### config.mk
export PLATFORM = sky130hd
export DESIGN_NAME = sprite_position_ctrl
export DESIGN_NICKNAME = d
export VERILOG_FILES = /design/src/rtl/sprite_position_ctrl.sv
export SDC_FILE = /design/constraint.sdc
export NUM_CORES = 1
export LEC_CHECK = 0
export CORE_ASPECT_RATIO = 0.6
export CORE_UTILIZATION = 50
export CTS_CLUSTER_DIAMETER = 60
export DETAILED_ROUTE_END_ITERATION = 10
export PLACE_DENSITY = 0.71
export SETUP_SLACK_MARGIN = 0.4
export SLEW_MARGIN = 40
export SYNTH_ARGS = -nofsm -noshare
export SYNTH_HDL_FRONTEND = slang
export SYNTH_SLANG_ARGS = --single-unit
### constraint.sdc
create_clock -name clk -period 3.2 [get_ports clk]
set_input_delay 0.64 -clock clk [delete_from_list [all_inputs] [get_ports clk]]
set_output_delay 0.64 -clock clk [all_outputs]
set_load 0.02 [all_outputs]
### src/rtl/sprite_position_ctrl.sv
`default_nettype none
// ============================================================================
// Module   : sprite_position_ctrl
// Purpose  : Debounced, frame-synchronised sprite position from the push buttons.
//            Macro SPRITE_ACCEL_EN adds a per-axis speed ramp capped at MAX_SPEED.
// Revision : 1.0  initial release
// ============================================================================
module sprite_position_ctrl #(
   parameter int WIDTH           = 640,
   parameter int HEIGHT          = 480,
   parameter int BOX_SIZE        = 50,
   parameter int INIT_X          = 50,
   parameter int INIT_Y          = 50,
   parameter int STEP            = 1,
   parameter int DEBOUNCE_CYCLES = 1000000,
   parameter int MAX_SPEED       = 8
) (
   input  logic       clk,
   input  logic       reset,
   input  logic       btn_u,
   input  logic       btn_d,
   input  logic       btn_l,
   input  logic       btn_r,
   input  logic       frame_end,
   output logic [9:0] box_x,
   output logic [8:0] box_y,
   output logic       pos_update
);

   localparam int          c_cnt_w   = (DEBOUNCE_CYCLES > 2) ? $clog2(DEBOUNCE_CYCLES) : 1;
   localparam logic [c_cnt_w-1:0] c_cnt_max = c_cnt_w'(DEBOUNCE_CYCLES - 1);
   localparam logic [10:0] c_lim_x   = 11'(WIDTH - BOX_SIZE);
   localparam logic [10:0] c_lim_y   = 11'(HEIGHT - BOX_SIZE);
   localparam logic [10:0] c_step    = 11'(STEP);

   if ((MAX_SPEED < STEP) || (STEP < 1)) begin : g_param_check
      $error("sprite_position_ctrl: STEP must be >= 1 and <= MAX_SPEED");
   end

   // ------------------------------------------------------------------------
   // Input synchronisers: bit order {r, l, d, u}
   // ------------------------------------------------------------------------
   logic [3:0] w_btn_raw;
   logic [3:0] r_btn_meta;
   logic [3:0] r_btn_sync;
   logic [3:0] w_btn_db;
   logic       r_fe_meta;
   logic       r_fe_sync;
   logic       r_fe_prev;
   logic       w_tick;

   assign w_btn_raw = {btn_r, btn_l, btn_d, btn_u};

   always_ff @(posedge clk or negedge reset) begin
      if (!reset) begin
         r_btn_meta <= 4'b0;
         r_btn_sync <= 4'b0;
         r_fe_meta  <= 1'b0;
         r_fe_sync  <= 1'b0;
         r_fe_prev  <= 1'b0;
      end else begin
         r_btn_meta <= w_btn_raw;
         r_btn_sync <= r_btn_meta;
         r_fe_meta  <= frame_end;
         r_fe_sync  <= r_fe_meta;
         r_fe_prev  <= r_fe_sync;
      end
   end

   // Rising edge only, so a long frame_end level still yields one move
   assign w_tick = r_fe_sync & ~r_fe_prev;

   // ------------------------------------------------------------------------
   // Per-button debounce: state flips only after DEBOUNCE_CYCLES of disagreement
   // ------------------------------------------------------------------------
   for (genvar i = 0; i < 4; i++) begin : g_debounce
      logic [c_cnt_w-1:0] r_cnt;
      logic               r_db;

      always_ff @(posedge clk or negedge reset) begin
         if (!reset) begin
            r_cnt <= '0;
            r_db  <= 1'b0;
         end else if (r_btn_sync[i] == r_db) begin
            r_cnt <= '0;
         end else if (r_cnt == c_cnt_max) begin
            r_cnt <= '0;
            r_db  <= ~r_db;
         end else begin
            r_cnt <= r_cnt + 1'b1;
         end
      end

      assign w_btn_db[i] = r_db;
   end

   // ------------------------------------------------------------------------
   // Direction decode
   // ------------------------------------------------------------------------
   logic w_y_dec;
   logic w_y_inc;
   logic w_x_dec;
   logic w_x_inc;
   logic w_x_move;
   logic w_y_move;

   assign w_y_dec  = w_btn_db[0] & ~w_btn_db[1];
   assign w_y_inc  = w_btn_db[1] & ~w_btn_db[0];
   assign w_x_dec  = w_btn_db[2] & ~w_btn_db[3];
   assign w_x_inc  = w_btn_db[3] & ~w_btn_db[2];
   assign w_x_move = w_x_dec | w_x_inc;
   assign w_y_move = w_y_dec | w_y_inc;

   // ------------------------------------------------------------------------
   // Speed selection
   // ------------------------------------------------------------------------
   logic [10:0] w_spd_x;
   logic [10:0] w_spd_y;

`ifdef SPRITE_ACCEL_EN
   localparam logic [10:0] c_max_spd = 11'(MAX_SPEED);

   logic [10:0] r_spd_x;
   logic [10:0] r_spd_y;

   function automatic logic [10:0] f_accel(input logic [10:0] spd);
      return (spd >= c_max_spd) ? c_max_spd : spd + 11'd1;
   endfunction

   always_ff @(posedge clk or negedge reset) begin
      if (!reset) begin
         r_spd_x <= c_step;
         r_spd_y <= c_step;
      end else if (w_tick) begin
         r_spd_x <= w_x_move ? f_accel(r_spd_x) : c_step;
         r_spd_y <= w_y_move ? f_accel(r_spd_y) : c_step;
      end
   end

   assign w_spd_x = r_spd_x;
   assign w_spd_y = r_spd_y;
`else
   assign w_spd_x = c_step;
   assign w_spd_y = c_step;
`endif

   // ------------------------------------------------------------------------
   // Clamped position arithmetic, 11 bits wide so neither edge can wrap
   // ------------------------------------------------------------------------
   function automatic logic [10:0] f_move(
      input logic [10:0] coord,
      input logic        inc,
      input logic        dec,
      input logic [10:0] spd,
      input logic [10:0] lim
   );
      logic [10:0] res;
      res = coord;
      if (inc) begin
         res = ((coord + spd) > lim) ? lim : coord + spd;
      end else if (dec) begin
         res = (coord < spd) ? 11'd0 : coord - spd;
      end
      return res;
   endfunction

   logic [10:0] w_next_x;
   logic [10:0] w_next_y;

   assign w_next_x = f_move({1'b0, box_x}, w_x_inc, w_x_dec, w_spd_x, c_lim_x);
   assign w_next_y = f_move({2'b0, box_y}, w_y_inc, w_y_dec, w_spd_y, c_lim_y);

   always_ff @(posedge clk or negedge reset) begin
      if (!reset) begin
         box_x      <= 10'(INIT_X);
         box_y      <= 9'(INIT_Y);
         pos_update <= 1'b0;
      end else begin
         pos_update <= 1'b0;
         if (w_tick) begin
            box_x      <= w_next_x[9:0];
            box_y      <= w_next_y[8:0];
            pos_update <= (w_next_x != {1'b0, box_x}) || (w_next_y != {2'b0, box_y});
         end
      end
   end

endmodule
`default_nettype wire
==> impl_metrics.prom <==
# TYPE chip_impl_metric gauge
chip_impl_info{name="status",value="complete, no violations"} 1
chip_impl_metric{name="gp_routability_congestion",unit=""} 1.050
chip_impl_metric{name="preCtsSetupSlack",unit="ns"} 0.1452
chip_impl_info{name="cts_tree",value="done"} 1
chip_impl_metric{name="maxSlewHeadroom",unit="%"} 41.67
chip_impl_metric{name="cts-buffers-inserted",unit=""} 17
chip_impl_metric{name="dr.pass1.iters",unit=""} 5
chip_impl_info{name="layout_commonest_cell",value="sky130_fd_sc_hd__dfrtp_1"} 1
chip_impl_info{name="end_kind",value="flop"} 1
chip_impl_metric{name="report.final.hold_viol_count",unit=""} 0
chip_impl_metric{name="design.portCount",unit=""} 27
chip_impl_metric{name="leakagePower",unit="nW"} 3.344
chip_impl_metric{name="synthesis.area",unit="µm²"} 6716
chip_impl_metric{name="synth-edff-count",unit=""} 0
chip_impl_metric{name="htree_num_levels",unit=""} 4
chip_impl_info{name="synth_top_cells_by_area",value="sky130_fd_sc_hd__dfrtp_1 (41%), sky130_fd_sc_hd__nor2_1 (5.9%), sky130_fd_sc_hd__nand2_1 (4.7%)"} 1
chip_impl_metric{name="first_global_vias",unit=""} 5946
chip_impl_metric{name="max_slew.worst_pin.slew",unit="ns"} 0.8750
chip_impl_metric{name="total_clock_sinks",unit=""} 115
chip_impl_metric{name="power_per_cell_area",unit="nW/µm²"} 430.2
chip_impl_metric{name="slowest_delay",unit="ns"} 0.56
chip_impl_metric{name="clock_power_share",unit="%"} 48.6
chip_impl_metric{name="dr.first_iter.drc_count",unit=""} 660
chip_impl_info{name="dominantRegCellSynth",value="sky130_fd_sc_hd__dfrtp_1"} 1
chip_impl_metric{name="critical_path_buf_inv_count",unit=""} 1
chip_impl_metric{name="design.final.nets",unit=""} 846
chip_impl_metric{name="skew",unit="ns"} 0.006817
chip_impl_metric{name="wire_length_of_the_first_global_routing_pass",unit="µm"} 30020
chip_impl_metric{name="yosys_warnings",unit=""} 0
chip_impl_info{name="clock-root-buffer",value="sky130_fd_sc_hd__clkbuf_16"} 1
chip_impl_metric{name="syn_avg_cell_area",unit="µm²"} 8.689
chip_impl_metric{name="core-area",unit="µm²"} 12970
chip_impl_info{name="setup.worst_path.end",value="pos_update$_DFF_PN0_"} 1
chip_impl_info{name="worstSetupPathType",value="flop to flop"} 1
chip_impl_metric{name="placement_rows",unit=""} 32
chip_impl_metric{name="yosysUniqueCellTypes",unit=""} 70
chip_impl_metric{name="critical_path_depth",unit=""} 10
chip_impl_metric{name="route.antenna.remaining_nets",unit=""} 0
chip_impl_metric{name="slew_violations",unit=""} 0
chip_impl_metric{name="dieArea",unit="µm²"} 13920
chip_impl_metric{name="netSwitchingFraction",unit="%"} 26.11
chip_impl_metric{name="arrival",unit="ns"} 3.19
chip_impl_metric{name="netlist_instances",unit=""} 773
chip_impl_metric{name="timing.final.crit_share",unit="%"} 91.80
chip_impl_metric{name="grt_max_degree",unit=""} 67
chip_impl_metric{name="layout-drive-gt1-share",unit="%"} 15.44
chip_impl_info{name="min_path_type",value="input port to asynchronous set/reset pin"} 1
chip_impl_info{name="reg2reg_from",value="box_x[8]$_DFFE_PN0P_"} 1
chip_impl_metric{name="synth_sequential_area_ratio",unit="%"} 42.96
chip_impl_metric{name="yosys_register_bits",unit=""} 115
chip_impl_metric{name="n_antenna_cell",unit=""} 0
chip_impl_metric{name="ir_drop",unit="V"} 0.0003274
chip_impl_metric{name="post_dp_hpwl",unit="µm"} 12370
chip_impl_metric{name="worst-path-max-fanout",unit=""} 5
chip_impl_info{name="grt_setup_unrepaired",value="yes"} 1
chip_impl_metric{name="grt_use_total",unit="%"} 27.93
chip_impl_info{name="worst_setup_path_start_kind",value="flop"} 1
chip_impl_info{name="mostFrequentLayoutCells",value="sky130_fd_sc_hd__dfrtp_1 (106), sky130_fd_sc_hd__nor2_1 (104), sky130_fd_sc_hd__nand2_1 (84), sky130_fd_sc_hd__buf_4 (44), sky130_fd_sc_hd__nand3_1 (43)"} 1
chip_impl_metric{name="clock_insertion_delay_worst_skew",unit="ns"} 0.42
chip_impl_info{name="crit_chain",value="nor3_1 -> nand4_1 -> and2_0 -> buf_4 -> nand3_1 -> o211ai_1 -> nor3_1 -> nand3_1 -> nor4_2 -> a41oi_2"} 1
chip_impl_metric{name="period_needed",unit="ns"} 2.938
chip_impl_info{name="critical_path.reg2reg.endpoint",value="pos_update$_DFF_PN0_"} 1
chip_impl_info{name="cpMaxStageDelayCell",value="sky130_fd_sc_hd__nor3_1"} 1
chip_impl_metric{name="sequential_fraction_of_design_power",unit="%"} 43.8
chip_impl_metric{name="achievable-frequency",unit="MHz"} 340.4
chip_impl_metric{name="cts-hold-fix-buffers",unit=""} 0
chip_impl_metric{name="setup-tns-final",unit="ns"} 0
chip_impl_metric{name="globalRouteOverflowTotal",unit=""} 0
chip_impl_metric{name="wirelength",unit="µm"} 18250
chip_impl_metric{name="vias",unit=""} 6146
chip_impl_metric{name="max-clock-path-buffers",unit=""} 2
chip_impl_metric{name="cp.required",unit="ns"} 3.45
chip_impl_metric{name="initial_antenna_violation_count",unit=""} 0
chip_impl_metric{name="reg2reg_depth",unit=""} 10
chip_impl_metric{name="timing.reg2reg.setup_slack",unit="ns"} 0.26
chip_impl_metric{name="cellInternalPower",unit="mW"} 2.607
chip_impl_metric{name="final_routed_wire_length_divided_by_cell_count",unit="µm"} 18.03
chip_impl_metric{name="syn2layout_area_growth",unit="%"} 22.09
chip_impl_info{name="netlist.top_cell.by_area",value="sky130_fd_sc_hd__dfrtp_1"} 1
chip_impl_metric{name="maxCapViolations",unit=""} 0
chip_impl_metric{name="timing.final.ws_setup",unit="ns"} 0.2624
chip_impl_metric{name="dieHeight",unit="µm"} 91.78
chip_impl_info{name="cp_top_family",value="simple AND/OR/NAND/NOR gates"} 1
chip_impl_metric{name="die-width",unit="µm"} 151.6
chip_impl_metric{name="drt_drc_violations_left",unit=""} 0
chip_impl_metric{name="total_switching_power",unit="mW"} 0.9210
chip_impl_metric{name="net_count_after_synthesis",unit=""} 790
chip_impl_metric{name="final-setup-viol-count",unit=""} 0
chip_impl_metric{name="cts.clk_slew.worst_paths",unit="ns"} 0.06
chip_impl_metric{name="route.detailed.vias_per_inst",unit=""} 6.073
chip_impl_metric{name="post-synth-top-area-fraction",unit="%"} 40.61
chip_impl_info{name="timing.critical_path.from",value="box_x[8]$_DFFE_PN0P_"} 1
chip_impl_metric{name="comb_power_share",unit="%"} 7.6
chip_impl_metric{name="portBuffers",unit=""} 26
chip_impl_metric{name="async_reset_ff_share",unit="%"} 100.0
chip_impl_metric{name="start_util",unit="%"} 51.77
==> cell families (layout without fill, tap and decap cells) <==
kind of cell	count (synthesis)	in the layout	synth area share, %
AND/OR/NAND/NOR	364	364	26.73
AO/OA/AOI/OAI	154	154	15.03
flip-flops	115	115	42.96
XOR/XNOR	70	70	9.128
buffers and inverters	54	123	3.316
adder cells (fa/ha/maj)	10	10	1.863
multiplexers	6	6	0.9687
==> power groups by stage <==
stage / clock network, mW / registers (mW) / logic, mW
6_report: 1.71 / 1.55 / 0.268
5_1_grt: 1.80 / 1.55 / 0.296
4_1_cts: 1.74 / 1.54 / 0.257
3_5_place_dp: 0 / 1.57 / 0.249
3_3_place_gp: 0 / 1.56 / 0.246
2_1_floorplan: 0 / 1.55 / 0.137
==> stage by stage <==
| step | power [mW] | instances | utilization (%) | instance area [µm²] | hold slack, ns |
|---|---|---|---|---|---|
| 4_1_cts | 3.542 | 1007 | 61.53 | 7981 | 0.2477 |
| 2_1_floorplan | 1.691 | 773 | - | 6725 | 0.3312 |
| 5_1_grt | 3.652 | 1012 | 63.21 | 8200 | 0.2769 |
| 6_report | 3.528 | 1012 | 63.21 | 8200 | 0.2145 |
| 3_3_place_gp | 1.810 | 969 | 56.44 | 7322 | 0.3321 |
| 3_5_place_dp | 1.815 | 969 | 56.52 | 7332 | 0.3387 |
==> flip-flops by register name (all words and copies together), names as in the netlist <==
signal / count
g_debounce.r_cnt: 80
box_x: 10
box_y: 9
g_debounce.r_db: 4
r_btn_meta: 4
r_btn_sync: 4
pos_update: 1
r_fe_meta: 1
r_fe_prev: 1
r_fe_sync: 1
==> layout make-up <==
type	instances	area [µm²]
fillers	1084	4772
multi-input cells	604	3860
flip-flops and latches	115	2889
repair buffers	74	645.6
clock buffers	20	446.7
well taps	170	212.7
clock inverters	12	82.58
inverters	17	63.81
==> per-layer routing <==
layer / track usage [%] / vias to the layer above / share of wire (%) / wire length [µm]
met4: 7.426 / 0 / 1.1 / 200
met1: 41.82 / 2972 / 47 / 8527
met5: 0 / - / 0 / 0
li1: - / 2867 / - / -
met3: 9.254 / 23 / 10 / 1847
met2: 38.09 / 284 / 42 / 7671
==> synth_stat cells (all sizes together) (5+ instances only) <==
cell    number
dfrtp      109
nor2       105
nand2       84
nand3       45
a21oi       44
o21ai       36
xnor2       35
xor2        35
and3        29
clkbuf      23
or3         18
inv         17
buf         14
nor3        14
a31oi       13
nand4       12
ha          10
nor4        10
nand2b       9
and2         8
dfstp        6
o211ai       6
a211oi       5
nor2b        5
nor4b        5
==> what timing repair did <==
action | CTS | global route
pin swaps | 6 | 13
resized for setup | 16 | 33
setup endpoints to repair | 3 | 4
setup buffers | 6 | 5
==> how the worst min path moves through the flow <==
| stage | endpoint | startpoint | slack (ns) | cells past startpoint |
|---|---|---|---|---|
| 2_1_floorplan | r_btn_sync[0]$_DFF_PN0_ | r_btn_meta[0]$_DFF_PN0_ | 0.33 | 0 |
| 3_3_place_gp | r_btn_sync[0]$_DFF_PN0_ | r_btn_meta[0]$_DFF_PN0_ | 0.33 | 0 |
| 3_5_place_dp | r_btn_sync[1]$_DFF_PN0_ | r_btn_meta[1]$_DFF_PN0_ | 0.34 | 0 |
| 4_1_cts | g_debounce[2].r_cnt[9]$_DFF_PN0_ | reset | 0.25 | 1 |
| 5_1_grt | g_debounce[2].r_cnt[9]$_DFF_PN0_ | reset | 0.28 | 1 |
| 6_report | g_debounce[2].r_cnt[9]$_DFF_PN0_ | reset | 0.21 | 1 |
(Power assumes the default switching activity.)
